**src/rtl/brake_seq_if.sv**
```systemverilog
// rtl/brake_seq_if.sv - OPB master-side bus bundle between brake_seq and the brake PWM controller.
interface brake_seq_if;
  logic [3:0]  M_ADDR;
  logic [31:0] M_DO;
  logic        M_WE;
  logic        M_RE;
  logic [31:0] M_DI;

  modport master (
    output M_ADDR,
    output M_DO,
    output M_WE,
    output M_RE,
    input  M_DI
  );

  modport slave (
    input  M_ADDR,
    input  M_DO,
    input  M_WE,
    input  M_RE,
    output M_DI
  );
endinterface

```
**src/rtl/brake_seq.sv**
```systemverilog
// rtl/brake_seq.sv - brake engage/hold sequencer driving the PWM controller over OPB.
module brake_seq #(
  parameter logic [31:0] PULL_DUTY   = 32'h258,
  parameter logic [31:0] HOLD_DUTY   = 32'h12C,
  parameter logic        POLARITY    = 1'b1,
  parameter logic [15:0] PULL_TIME   = 16'd32000,
  parameter logic [15:0] POLL_PERIOD = 16'd320
) (
  input  logic        OPB_CLK,
  input  logic        OPB_RSTb,
  brake_seq_if.master bus,
  input  logic        ENGAGE,
  input  logic        CLR_FAULT,
  output logic        ENGAGED,
  output logic        BUSY,
  output logic        FAULT,
  output logic [1:0]  FAULT_CODE
);

  localparam logic [3:0] ADDR_FAULT  = 4'd5;
  localparam logic [3:0] ADDR_ENABLE = 4'd6;
  localparam logic [3:0] ADDR_POL    = 4'd7;
  localparam logic [3:0] ADDR_CYCLE  = 4'd8;

  typedef enum logic [3:0] {
    IDLE, W_POL, W_PULL, W_EN, PULL_WAIT, W_HOLD, HOLD,
    POLL_RD, POLL_CHK, W_DIS, FAULT_ST, W_CLR1, W_CLR2
  } state_t;

  state_t      state_q, state_d;
  logic        eng_prev_q;
  logic [15:0] pull_tmr_q;
  logic [15:0] poll_cnt_q;
  logic [1:0]  di_q;
  logic        hold_phase_q;
  logic        fault_pend_q;
  logic [1:0]  fault_code_q;

  logic        we_q, re_q, engaged_q, busy_q, fault_q;
  logic [3:0]  addr_q;
  logic [31:0] do_q;
  logic        we_d, re_d, engaged_d;
  logic [3:0]  addr_d;
  logic [31:0] do_d;

  logic        eng_rise, poll_hit, pull_done, fault_seen;
  logic        unused_di;

  assign eng_rise   = ENGAGE & ~eng_prev_q;
  assign poll_hit   = (poll_cnt_q == POLL_PERIOD - 16'd1);
  assign pull_done  = (pull_tmr_q >= PULL_TIME - 16'd1);
  assign fault_seen = di_q[1] | ~di_q[0];
  assign unused_di  = ^bus.M_DI[31:2];

  // Release is checked before polling, and polling before pull expiry; the
  // >= compare lets expiry be taken on the first PULL_WAIT cycle after a poll.
  always_comb begin
    state_d = state_q;
    case (state_q)
      IDLE:      if (eng_rise) state_d = W_POL;
      W_POL:     state_d = W_PULL;
      W_PULL:    state_d = W_EN;
      W_EN:      state_d = PULL_WAIT;
      PULL_WAIT: begin
        if (!ENGAGE)        state_d = W_DIS;
        else if (poll_hit)  state_d = POLL_RD;
        else if (pull_done) state_d = W_HOLD;
      end
      W_HOLD:    state_d = HOLD;
      HOLD: begin
        if (!ENGAGE)       state_d = W_DIS;
        else if (poll_hit) state_d = POLL_RD;
      end
      POLL_RD:   state_d = POLL_CHK;
      POLL_CHK: begin
        if (fault_seen || !ENGAGE) state_d = W_DIS;
        else if (hold_phase_q)     state_d = HOLD;
        else                       state_d = PULL_WAIT;
      end
      W_DIS:     state_d = fault_pend_q ? FAULT_ST : IDLE;
      FAULT_ST:  if (CLR_FAULT) state_d = W_CLR1;
      W_CLR1:    state_d = W_CLR2;
      W_CLR2:    state_d = IDLE;
      default:   state_d = IDLE;
    endcase
  end

  always_comb begin
    we_d   = 1'b0;
    re_d   = 1'b0;
    addr_d = 4'd0;
    do_d   = 32'd0;
    case (state_d)
      W_POL:   begin we_d = 1'b1; addr_d = ADDR_POL;    do_d = {31'd0, POLARITY}; end
      W_PULL:  begin we_d = 1'b1; addr_d = ADDR_CYCLE;  do_d = PULL_DUTY;         end
      W_EN:    begin we_d = 1'b1; addr_d = ADDR_ENABLE; do_d = 32'd1;             end
      W_HOLD:  begin we_d = 1'b1; addr_d = ADDR_CYCLE;  do_d = HOLD_DUTY;         end
      W_DIS:   begin we_d = 1'b1; addr_d = ADDR_ENABLE; do_d = 32'd0;             end
      W_CLR1:  begin we_d = 1'b1; addr_d = ADDR_FAULT;  do_d = 32'd1;             end
      W_CLR2:  begin we_d = 1'b1; addr_d = ADDR_FAULT;  do_d = 32'd0;             end
      POLL_RD: begin re_d = 1'b1; addr_d = ADDR_FAULT;                            end
      default: ;
    endcase
    engaged_d = (state_d == HOLD) ||
                (((state_d == POLL_RD) || (state_d == POLL_CHK)) && hold_phase_q);
  end

  always_ff @(posedge OPB_CLK) begin
    if (!OPB_RSTb) begin
      state_q      <= IDLE;
      eng_prev_q   <= 1'b0;
      pull_tmr_q   <= 16'd0;
      poll_cnt_q   <= 16'd0;
      di_q         <= 2'b01;
      hold_phase_q <= 1'b0;
      fault_pend_q <= 1'b0;
      fault_code_q <= 2'b00;
      we_q         <= 1'b0;
      re_q         <= 1'b0;
      addr_q       <= 4'd0;
      do_q         <= 32'd0;
      engaged_q    <= 1'b0;
      busy_q       <= 1'b0;
      fault_q      <= 1'b0;
    end else begin
      state_q    <= state_d;
      eng_prev_q <= ENGAGE;

      if (state_q == W_EN) begin
        pull_tmr_q <= 16'd0;
      end else if ((state_q == PULL_WAIT || state_q == POLL_RD || state_q == POLL_CHK) &&
                   (pull_tmr_q != 16'hFFFF)) begin
        pull_tmr_q <= pull_tmr_q + 16'd1;
      end

      if (state_q == W_EN) begin
        poll_cnt_q <= 16'd0;
      end else if (state_q == PULL_WAIT || state_q == HOLD) begin
        poll_cnt_q <= poll_hit ? 16'd0 : poll_cnt_q + 16'd1;
      end

      if (state_q == POLL_RD) di_q <= bus.M_DI[1:0];

      if (state_q == W_EN)        hold_phase_q <= 1'b0;
      else if (state_q == W_HOLD) hold_phase_q <= 1'b1;

      // Fault outranks a simultaneous release, so W_DIS knows where to go.
      if (state_q == POLL_CHK && fault_seen) begin
        fault_pend_q <= 1'b1;
        fault_code_q <= {di_q[1], ~di_q[0]};
      end else if (state_q == W_DIS) begin
        fault_pend_q <= 1'b0;
      end
      if (state_d == W_CLR2) fault_code_q <= 2'b00;

      we_q      <= we_d;
      re_q      <= re_d;
      addr_q    <= addr_d;
      do_q      <= do_d;
      engaged_q <= engaged_d;
      busy_q    <= (state_d != IDLE) && (state_d != FAULT_ST);
      fault_q   <= (state_d == FAULT_ST);
    end
  end

  assign bus.M_WE   = we_q;
  assign bus.M_RE   = re_q;
  assign bus.M_ADDR = addr_q;
  assign bus.M_DO   = do_q;
  assign ENGAGED    = engaged_q;
  assign BUSY       = busy_q;
  assign FAULT      = fault_q;
  assign FAULT_CODE = fault_code_q;

endmodule
```
**src/flat_wrapper.sv**
```systemverilog
// flat-port wrapper written by rule: the top's interface ports become plain ports
module brake_seq_flat 
#(
  parameter logic [31:0] PULL_DUTY   = 32'h258,
  parameter logic [31:0] HOLD_DUTY   = 32'h12C,
  parameter logic        POLARITY    = 1'b1,
  parameter logic [15:0] PULL_TIME   = 16'd32000,
  parameter logic [15:0] POLL_PERIOD = 16'd320
)
  (OPB_CLK, OPB_RSTb, ENGAGE, CLR_FAULT, ENGAGED, BUSY, FAULT, FAULT_CODE, bus_M_ADDR, bus_M_DO, bus_M_WE, bus_M_RE, bus_M_DI);
  brake_seq_if bus_i ();
  input  logic OPB_CLK;
  input  logic OPB_RSTb;
  input  logic ENGAGE;
  input  logic CLR_FAULT;
  output logic ENGAGED;
  output logic BUSY;
  output logic FAULT;
  output logic [1:0] FAULT_CODE;
  output wire logic [$bits(bus_i.M_ADDR)-1:0] bus_M_ADDR;
  output wire logic [$bits(bus_i.M_DO)-1:0] bus_M_DO;
  output wire logic [$bits(bus_i.M_WE)-1:0] bus_M_WE;
  output wire logic [$bits(bus_i.M_RE)-1:0] bus_M_RE;
  input wire logic [$bits(bus_i.M_DI)-1:0] bus_M_DI;
  assign bus_M_ADDR = bus_i.M_ADDR;
  assign bus_M_DO = bus_i.M_DO;
  assign bus_M_WE = bus_i.M_WE;
  assign bus_M_RE = bus_i.M_RE;
  assign bus_i.M_DI = bus_M_DI;
  brake_seq #(.PULL_DUTY(PULL_DUTY), .HOLD_DUTY(HOLD_DUTY), .POLARITY(POLARITY), .PULL_TIME(PULL_TIME), .POLL_PERIOD(POLL_PERIOD)) u_core (.OPB_CLK(OPB_CLK), .OPB_RSTb(OPB_RSTb), .bus(bus_i), .ENGAGE(ENGAGE), .CLR_FAULT(CLR_FAULT), .ENGAGED(ENGAGED), .BUSY(BUSY), .FAULT(FAULT), .FAULT_CODE(FAULT_CODE));
endmodule
```
**config.mk**
```make
export PLATFORM = sky130hd
export DESIGN_NAME = brake_seq_flat
export DESIGN_NICKNAME = d
export VERILOG_FILES = /design/src/rtl/brake_seq_if.sv /design/src/rtl/brake_seq.sv /design/src/flat_wrapper.sv
export SDC_FILE = /design/constraint.sdc
export NUM_CORES = 1
export LEC_CHECK = 0
export BUFFER_PORTS_ARGS = -buffer_cell sky130_fd_sc_hd__buf_2
export CAP_MARGIN = 20
export CORE_MARGIN = 4
export CORE_UTILIZATION = 50
export CTS_BUF_LIST = sky130_fd_sc_hd__clkbuf_4 sky130_fd_sc_hd__clkbuf_8
export CTS_CLUSTER_SIZE = 20
export DETAILED_ROUTE_END_ITERATION = 6
export HOLD_SLACK_MARGIN = 0.08
export PLACE_DENSITY = 0.8
export RECOVER_POWER = 25
export SLEW_MARGIN = 40
export SYNTH_ARGS = -nofsm -noshare
export SYNTH_HDL_FRONTEND = slang
export SYNTH_SLANG_ARGS = --single-unit
```
**constraint.sdc**
```tcl
create_clock -name OPB_CLK -period 2.48 [get_ports OPB_CLK]
set_input_delay 0.496 -clock OPB_CLK [delete_from_list [all_inputs] [get_ports OPB_CLK]]
set_output_delay 0.496 -clock OPB_CLK [all_outputs]
set_load 0.02 [all_outputs]
```
# Yosys cells after proc, flatten, opt, wreduce, memory -nomap -nowiden
# Index checks and enable logic that the tools add are counted.
totals:
  ff_bits: 84
  latch_bits: 0
  ramBits: 0
  romBits: 0
  inputBits: 36
  output_inout_bits: 43
  word_cells: 87
  n_memories: 0
classes:
  addsub: 2
  n_mul: 0
  div_mod_pow: 0
  order_cmp: 1
  n_eq_ne: 25
  shift: 0
  n_mux: 18
  n_bitwise: 5
  n_reduce_logical: 21
ops:
  columns: ["operator", "n"]
  rows:
  - ["4-bit one-hot mux with 12 select lines", 1]
  - ["4-bit equality test (second input constant)", 9]
  - ["4-bit two-way mux", 9]
  - ["16-bit by 1-bit adder with 16-bit output (second input constant)", 2]
  - ["10-bit one-hot mux with 3 select lines", 1]
  - ["4-bit by 3-bit equality test with 1-bit output (second input constant)", 7]
  - ["16-bit by 9-bit equality test with 1-bit output (second input constant)", 1]
  - ["4-bit by 2-bit equality test with 1-bit output (second input constant)", 4]
  - ["16-bit by 15-bit >= comparator with 1-bit output (second input constant)", 1]
  - ["16-bit two-way mux", 1]
  - ["16-bit inequality test (second input constant)", 1]
  - ["4-bit one-hot mux with 4 select lines", 1]
  - ["4-bit by 1-bit equality test with 1-bit output (second input constant)", 2]
  - ["2-bit OR reduction", 4]
  - ["7-bit OR reduction", 1]
  - ["1-bit logical OR", 6]
  - ["3-bit OR reduction", 2]
  - ["1-bit logical AND", 4]
  - ["4-bit logical NOT", 1]
  - ["1-bit two-way mux", 4]
  - ["4-bit inequality test (second input constant)", 1]
  - ["4-bit nonzero test", 1]
  - ["1-bit inverter", 3]
  - ["2-bit two-way mux", 1]
  - ["4 further kinds", 4]

# Logic depth before layout (Yosys ltp)
# Gate-level depths: netlist (run 1).
depth:
  depth_word: 9
  depth_mapped: 9

# Worst setup path after synthesis (run 1)
# No wires, ideal clock.
synth_path:
  kind: "reg2reg"
  startpoint: "register u_core.poll_cnt_q[9]"
  endpoint: "register u_core.busy_q (netlist: u_core.BUSY)"
  setup_ps: 120
  arrival_time_ps: 1744
  setup_slack_ps: 616
  path_stages_with_launch: 7
  path_buffers: 0
  period_less_slack_ps: 1864
  cell_sequence: "dfxtp_1 or4b_4 nor4_4 a21o_4 a21oi_4 xor2_1 o31a_1"
synth_between:
  elab_chain_len: 6
  word_cells_on_any_way: 9
synth_lines:
  columns: ["element", "line_no", "text"]
  rows:
  - ["start: declaration", "brake_seq.sv:33", "logic [15:0] poll_cnt_q;"]
  - ["start signal: assignment", "brake_seq.sv:139", "poll_cnt_q <= poll_hit ? 16'd0 : poll_cnt_q + 16'd1;"]
  - ["16-bit by 9-bit equality test with 1-bit output *", "brake_seq.sv:50", "assign poll_hit = (poll_cnt_q == POLL_PERIOD - 16'd1);"]
  - ["4-bit two-way mux, on equally long branches", "brake_seq.sv:72, brake_seq.sv:66", null]
  - ["4-bit two-way mux, on equally long branches", "brake_seq.sv:71, brake_seq.sv:65", null]
  - ["4-bit one-hot mux with 12 select lines *", "brake_seq.sv:59", "case (state_q)"]
  - ["4-bit inequality test or 4-bit nonzero test (tied branches)", "brake_seq.sv:161", "busy_q <= (state_d != IDLE) && (state_d != FAULT_ST);"]
  - ["1-bit logical AND *", "brake_seq.sv:161", null]
  - ["end signal: assignment", "brake_seq.sv:161", null]
  - ["end: declaration", "brake_seq.sv:39", "logic we_q, re_q, engaged_q, busy_q, fault_q;"]
# Mark *: on every way between the ends. The rest lies on a longest branch, timed or not.
# A chain may end at the register's enable or synchronous reset.

# Final worst setup path (run 1)
layout_path:
  startpoint: "register u_core.state_q[2]"
  endpoint: "register u_core.engaged_q (netlist: u_core.ENGAGED)"
layout_between:
  elab_chain_len: 8
  word_cells_on_any_way: 26
layout_lines:
  columns: ["element", "line_no", "text"]
  rows:
  - ["start: declaration", "brake_seq.sv:30", "state_t state_q, state_d;"]
  - ["start signal: assignment", "brake_seq.sv:126", "state_q <= state_d;"]
  - ["4-bit two-way mux", "brake_seq.sv:67", "else if (pull_done) state_d = W_HOLD;"]
  - ["4-bit two-way mux", "brake_seq.sv:66", "else if (poll_hit) state_d = POLL_RD;"]
  - ["4-bit two-way mux", "brake_seq.sv:65", "if (!ENGAGE) state_d = W_DIS;"]
  - ["4-bit one-hot mux with 12 select lines *", "brake_seq.sv:59", null]
  - ["4-bit by 3-bit equality test with 1-bit output or 4-bit equality test (tied branches)", "brake_seq.sv:105", "(((state_d == POLL_RD) || (state_d == POLL_CHK)) && hold_phase_q);"]
  - ["1-bit logical OR", "brake_seq.sv:105", null]
  - ["1-bit logical AND", "brake_seq.sv:105", null]
  - ["1-bit logical OR *", "brake_seq.sv:104", "engaged_d = (state_d == HOLD) ||"]
  - ["end signal: assignment", "brake_seq.sv:160", "engaged_q <= engaged_d;"]
  - ["end: declaration", "brake_seq.sv:39", null]
# Marked as above.

==> results of run 1 <==
-- stage by stage --
step,utilization [%],cells,hold slack (ps)
3_3_place_gp,53.1,408,471
4_1_cts,54.9,416,409
6_report,54.5,416,413
5_1_grt,54.5,416,425
3_5_place_dp,53.1,408,472
2_1_floorplan,-,349,467
-- per-layer routing --
metal  track usage, %  wire [um]  vias to the layer above
met5                0          0                        -
met4             5.32         78                        0
met3             2.85        246                        8
met2             26.1       2500                       58
met1             19.3       2470                     1034
li1                 -          -                     1095
-- power breakdown --
group          switching [W]  leakage [nW]  internal [W]  total (W)
Combinational       0.000152         0.684     0.0000675   0.000220
Clock               0.000263        0.0523      0.000250   0.000513
Sequential         0.0000304         0.453      0.000926   0.000956
Total               0.000446          1.19       0.00124    0.00169
-- synth_stat cells, types with 3 or more instances --
library cell / number / share of area [%]
a211oi_1: 3 / 0.77
a21oi_1: 3 / 0.51
and2_1: 6 / 1.3
and3_1: 11 / 2.4
buf_2: 3 / 0.51
buf_4: 34 / 8.7
clkbuf_1: 4 / 0.51
dfxtp_1: 56 / 38
inv_1: 6 / 0.77
mux2i_1: 4 / 1.4
nand2_1: 20 / 2.6
nand2b_1: 3 / 0.64
nand3_1: 10 / 1.7
nand4_1: 14 / 3.0
nor2_1: 45 / 5.8
nor2b_1: 9 / 1.9
o21a_1: 3 / 0.77
o21ai_0: 12 / 2.1
xnor2_1: 7 / 2.1
xor2_1: 23 / 6.9
-- worst paths after layout --
path	startpoint	end	slack, ps	depth (start not counted)
worst max-delay path	u_core.state_q[2]$_SDFF_PN0_	u_core.ENGAGED$_SDFF_PN0_	230	6
worst min-delay path	bus_M_DI[0]	u_core.di_q[0]$_SDFFE_PN1P_	410	3
worst max register to register	u_core.state_q[2]$_SDFF_PN0_	u_core.ENGAGED$_SDFF_PN0_	230	6
worst min register to register	u_core.FAULT_CODE[1]$_SDFFE_PP0P_	u_core.FAULT_CODE[1]$_SDFFE_PP0P_	490	2
-- worst max-delay path, cell delays in order, from the launching register on --
cell      delay [ps]
dfxtp_1          780
nor2b_1          180
o21a_1           250
o311ai_2         480
a21oi_2           80
and2_1           180
a32o_1           200
-- cell families after synthesis --
logic type	synth area share, %
adders and majority gates	0.856
and+or+nand+nor	28.4
buffers and inverters	10.9
AOI/OAI and AO/OA	11.0
muxes	1.37
DFF	38.4
other	0.128
xor gates and xnor gates	8.99
-- cell type report --
cell class / instances / area, um^2
Multi-Input combinational cell: 245 / 1570
Sequential cell: 56 / 1120
Inverter: 6 / 22.5
Fill cell: 515 / 2540
Clock buffer: 8 / 97.6
Timing Repair Buffer: 29 / 135
Tap cell: 72 / 90.1
-- flip-flops by register name (all words and copies together) (netlist names), 2 cells and up --
signal             cells
u_core.poll_cnt_q     16
u_core.pull_tmr_q     16
u_core.bus.M_ADDR      4
u_core.bus.M_DO        4
u_core.state_q         4
u_core.FAULT_CODE      2
u_core.di_q            2
==> results.ini, run 1 <==
[run_status]
outcome=complete, no violations

[worst_setup_path]
critPathLaunchType=register
crit_fanout=19
endpoint_kind=register
required_ps=2680
worstPathArrival_ps=2450
critPathKind=reg2reg

[place]
place.gp.congestion=0.905
dp.final_hpwl_um=3870
place_area_um2=2960
preCtsSetupSlack_ps=288
port_buffers=24

[timing]
max_slew.worst_pin.slew_ps=773
maxSlewViolCount=0
hold_viol=0
fin_crit_sh_pct=90.9
fin_skew_ps=6.40
setup_tns_ps=0
fmax_ghz=0.444
rsz0062_at_grt=no
worst_slack_ps=226
fin_crit_ps=2250
setup_viol=0
timing.max_slew.rel_slack_pct=48.5

[route]
drtPass1Iterations=4
routed_wire_length_per_instance_um=12.7
routed_wl_um=5300
antenna_left=0
viasPerCell=5.28
drc_errors=0
via_count=2195
drtIter0Drc=76

[cts]
cts_tree=yes
cts_buffers=5
clk_path_buf_depth=2
insertion_delay_ps=300
root_buffer=clkbuf_8
cts.sinks=56
hold_buffers=0
cts_setup_buffers=0
cts_resized=0
htreeDepth=2
clk_pin_slew_ps=90

[global_routing]
grt_antenna_before_repair=0
grt-ovfl-total=0
grt_first_pass_wirelength_um=9180
global_route.usage.total_pct=15.3
grt_pass1_vias=2101
grt_max_degree=22

[floorplan]
num_rows=27
die-area_um2=7130
io_pins=79
start_util_pct=52.4
floorplan.die.width_um=84.5
die_h_um=84.5
core_um2=5570

[logic_synthesis]
synth_seq_cells=56
synthFlopType=dfxtp_1
syn_area_um2=2920
async_flop_share_pct=0
syn_inst=326
synth_edf_count=0
synth.distinct_cells=58
avgSynthCellArea_um2=8.97
synth_warnings=0
yosysSeqAreaShare_pct=38.4

[finish]
num-nets-final=381
num_antenna_cells=0
final_common_cell=dfxtp_1
syn_to_final_growth_pct=3.85
design_area_um2=3040
drive_gt1_share_pct=10.5
mostFrequentLayoutCells=56 x dfxtp_1, 45 x nor2_1, 24 x conb_1

[pwr]
p_leak_nw=1.19
cellPowerDensity_nw_per_um2=557
power_w=0.00169
irDropWorstVdd_uv=316

[run]
cap_viol_max_count=0

[min_path]
hold_class=in2reg

(Power assumes the default switching activity.)
==> run 2: changes to the inputs <==
--- a/config.mk
+++ b/config.mk
@@ -13,6 +13,7 @@
 export CTS_CLUSTER_SIZE = 20
 export DETAILED_ROUTE_END_ITERATION = 6
 export HOLD_SLACK_MARGIN = 0.08
+export MAX_ROUTING_LAYER = met4
 export PLACE_DENSITY = 0.8
 export RECOVER_POWER = 25
 export SLEW_MARGIN = 40
==> run 2 against run 1 <==
  * Cell area stayed put
  * Wire length grew 0.59%
  * Critical path depth unchanged
  * Global-route usage grew 0.46 points
  * Core utilization did not move
  * Count of clock-buffer cells in the layout unchanged
  * First-iteration DRC count stayed put
  * Worst setup slack worse by 2.4 ps
  * Die area is the same
  * Critical path type unchanged
  * Critical endpoint unchanged
  * Largest cell class unchanged
  * Highest routed layer unchanged
==> results.ini, run 2 (synthesized netlist as in run 1, its figures left out) <==
[finish]
syn_to_final_growth_pct=3.85  ; unchanged
num_antenna_cells=0  ; unchanged
drive_gt1_share_pct=10.5  ; unchanged
reg_top3=u_core.poll_cnt_q: 16 flops, u_core.pull_tmr_q: 16 flops  ; unchanged
final_common_cell=dfxtp_1  ; unchanged
fillers=515  ; unchanged
num-nets-final=381  ; unchanged
final-instance-count-excl-fill=416  ; unchanged
design_area_um2=3040  ; unchanged
mostFrequentLayoutCells=56 x dfxtp_1, 45 x nor2_1, 24 x conb_1  ; unchanged

[cts]
cts_resized=0  ; unchanged
clk_pin_slew_ps=90  ; about the same
root_buffer=clkbuf_8  ; unchanged
cts_tree=yes  ; unchanged
hold_buffers=0  ; unchanged
htreeDepth=2  ; unchanged
clk_path_buf_depth=2  ; unchanged
cts.sinks=56  ; unchanged
cts_setup_buffers=0  ; unchanged
cts_buffers=5  ; unchanged
insertion_delay_ps=300  ; about the same

[global_routing]
grt-ovfl-total=0  ; unchanged
grt_util_met3_pct=2.75  ; was 2.85%
grtUsageMet2_pct=26.1  ; unchanged
grt_first_pass_wirelength_um=9180  ; unchanged
grt_antenna_before_repair=0  ; unchanged
grt_pass1_vias=2101  ; unchanged
global_route.usage.total_pct=15.7  ; was 15.3%
gr-max-usage-layer=met2  ; unchanged
grtUsageMet1_pct=19.4  ; was 19.3%
grt_max_degree=22  ; unchanged

[pwr]
cellPowerDensity_nw_per_um2=556  ; was 557 nW/um^2
clockPowerShare_pct=30.3  ; was 30.4%
irDropWorstVdd_uv=315  ; was 316 uV
p_leak_nw=1.19  ; unchanged
internal-power_w=0.00124  ; unchanged
p_switching_w=0.000445  ; was 0.000446 W
comb_power_share_pct=13.0  ; about the same
switching_share_pct=26.3  ; was 26.4%
p_seq_share_pct=56.6  ; about the same

[worst_setup_path]
endpoint_kind=register  ; unchanged
reg2reg_from=u_core.state_q[2]$_SDFF_PN0_  ; unchanged
r2r-end=u_core.ENGAGED$_SDFF_PN0_  ; unchanged
critPathLaunchType=register  ; unchanged
reg2regPathDepth=6  ; unchanged
worstPathArrival_ps=2450  ; about the same
crit_fanout=19  ; unchanged
required_ps=2680  ; about the same
critPathKind=reg2reg  ; unchanged
r2r_slack_ps=220  ; was 230 ps

[min_path]
hold_class=in2reg  ; unchanged
hold_depth=3  ; unchanged
whs_endpoint=u_core.di_q[0]$_SDFFE_PN1P_  ; unchanged
worstHoldStart=bus_M_DI[0]  ; unchanged

[run]
cap_viol_max_count=0  ; unchanged

[timing]
hold_viol=0  ; unchanged
setup_viol=0  ; unchanged
timing.max_slew.rel_slack_pct=48.5  ; about the same
fin_crit_ps=2260  ; was 2250 ps
setup_tns_ps=0  ; unchanged
maxSlewViolCount=0  ; unchanged
fin_skew_ps=6.40  ; about the same
max_slew.worst_pin.slew_ps=773  ; about the same
rsz0062_at_grt=no  ; unchanged
fin_crit_sh_pct=91.0  ; was 90.9%
fmax_ghz=0.443  ; was 0.444 GHz

[floorplan]
io_pins=79  ; unchanged
floorplan.die.width_um=84.5  ; unchanged
start_util_pct=52.4  ; unchanged
core_um2=5570  ; unchanged
num_rows=27  ; unchanged
die-area_um2=7130  ; unchanged
die_h_um=84.5  ; unchanged

[route]
drtIter0Drc=76  ; unchanged
drc_errors=0  ; unchanged
drtPass1Iterations=5  ; was 4
routed_wire_length_per_instance_um=12.8  ; was 12.7 um
routed_wl_um=5330  ; was 5300 um
viasPerCell=5.31  ; was 5.28
antenna_left=0  ; unchanged
via_count=2211  ; was 2195

[place]
dp.final_hpwl_um=3870  ; unchanged
place.gp.congestion=0.921  ; was 0.905
placedCellCount=408  ; unchanged
place_area_um2=2960  ; unchanged
port_buffers=24  ; unchanged

[run_status]
outcome=complete, no violations  ; unchanged

run 2: cell counts in the layout (fill, tap and decap cells not counted):
Identical to the previous run, type by type.
run 2: worst max-delay path, stage by stage, from the launching register on:
cell,delay (ps)
dfxtp_1,780
nor2b_1,170
o21a_1,250
o311ai_2,480
a21oi_2,80
and2_1,190
a32o_1,200
run 2: through the flow:
stage | hold slack, ps | worst slack (ps) | utilization (%) | power (W)
floorplan | 467 | 616 | - | 0.00119
global placement | 471 | 328 | 53.1 | 0.00120
detailed placement | 472 | 288 | 53.1 | 0.00120
CTS | 409 | 260 | 54.9 | 0.00171
global route | 425 | 56.7 | 54.5 | 0.00176
finish | 415 | 224 | 54.5 | 0.00169
run 2: worst max path at each step:
stage                                      start                                 end  slack (ps)  depth (start not counted)
5_1_grt             u_core.state_q[2]$_SDFF_PN0_  u_core.poll_cnt_q[11]$_SDFFE_PP0P_          60                          5
3_3_place_gp        u_core.state_q[2]$_SDFF_PN0_     u_core.bus.M_ADDR[0]$_SDFF_PN0_         330                          6
6_report            u_core.state_q[2]$_SDFF_PN0_           u_core.ENGAGED$_SDFF_PN0_         220                          6
4_1_cts             u_core.state_q[2]$_SDFF_PN0_           u_core.ENGAGED$_SDFF_PN0_         260                          6
2_1_floorplan  u_core.poll_cnt_q[9]$_SDFFE_PP0P_              u_core.BUSY$_SDFF_PN0_         620                          6
3_5_place_dp        u_core.state_q[2]$_SDFF_PN0_           u_core.ENGAGED$_SDFF_PN0_         290                          6
run 2: per-layer routing:
layer,vias to the layer above,wire length [um]
li1,1095,-
met2,68,2510
met5,-,0
met4,0,87
met3,10,257
met1,1038,2480
run 2: final cells by class:
cell class              instances  area, um^2  share of cell area [%]
repair buffers                 29         135                    4.45
well taps                      72        90.1                    2.97
clock buffers                   8        97.6                    3.22
flip-flops and latches         56        1120                    36.9
inverters                       6        22.5                   0.742
multi-input cells             245        1570                    51.7
run 2: power by group through the flow:
stage | clock (W) | sequential (W) | combinational (W)
2_1_floorplan | 0 | 0.000981 | 0.000205
5_1_grt | 0.000564 | 0.000962 | 0.000238
6_report | 0.000512 | 0.000956 | 0.000220
3_5_place_dp | 0 | 0.000976 | 0.000225
4_1_cts | 0.000529 | 0.000955 | 0.000225
3_3_place_gp | 0 | 0.000975 | 0.000222
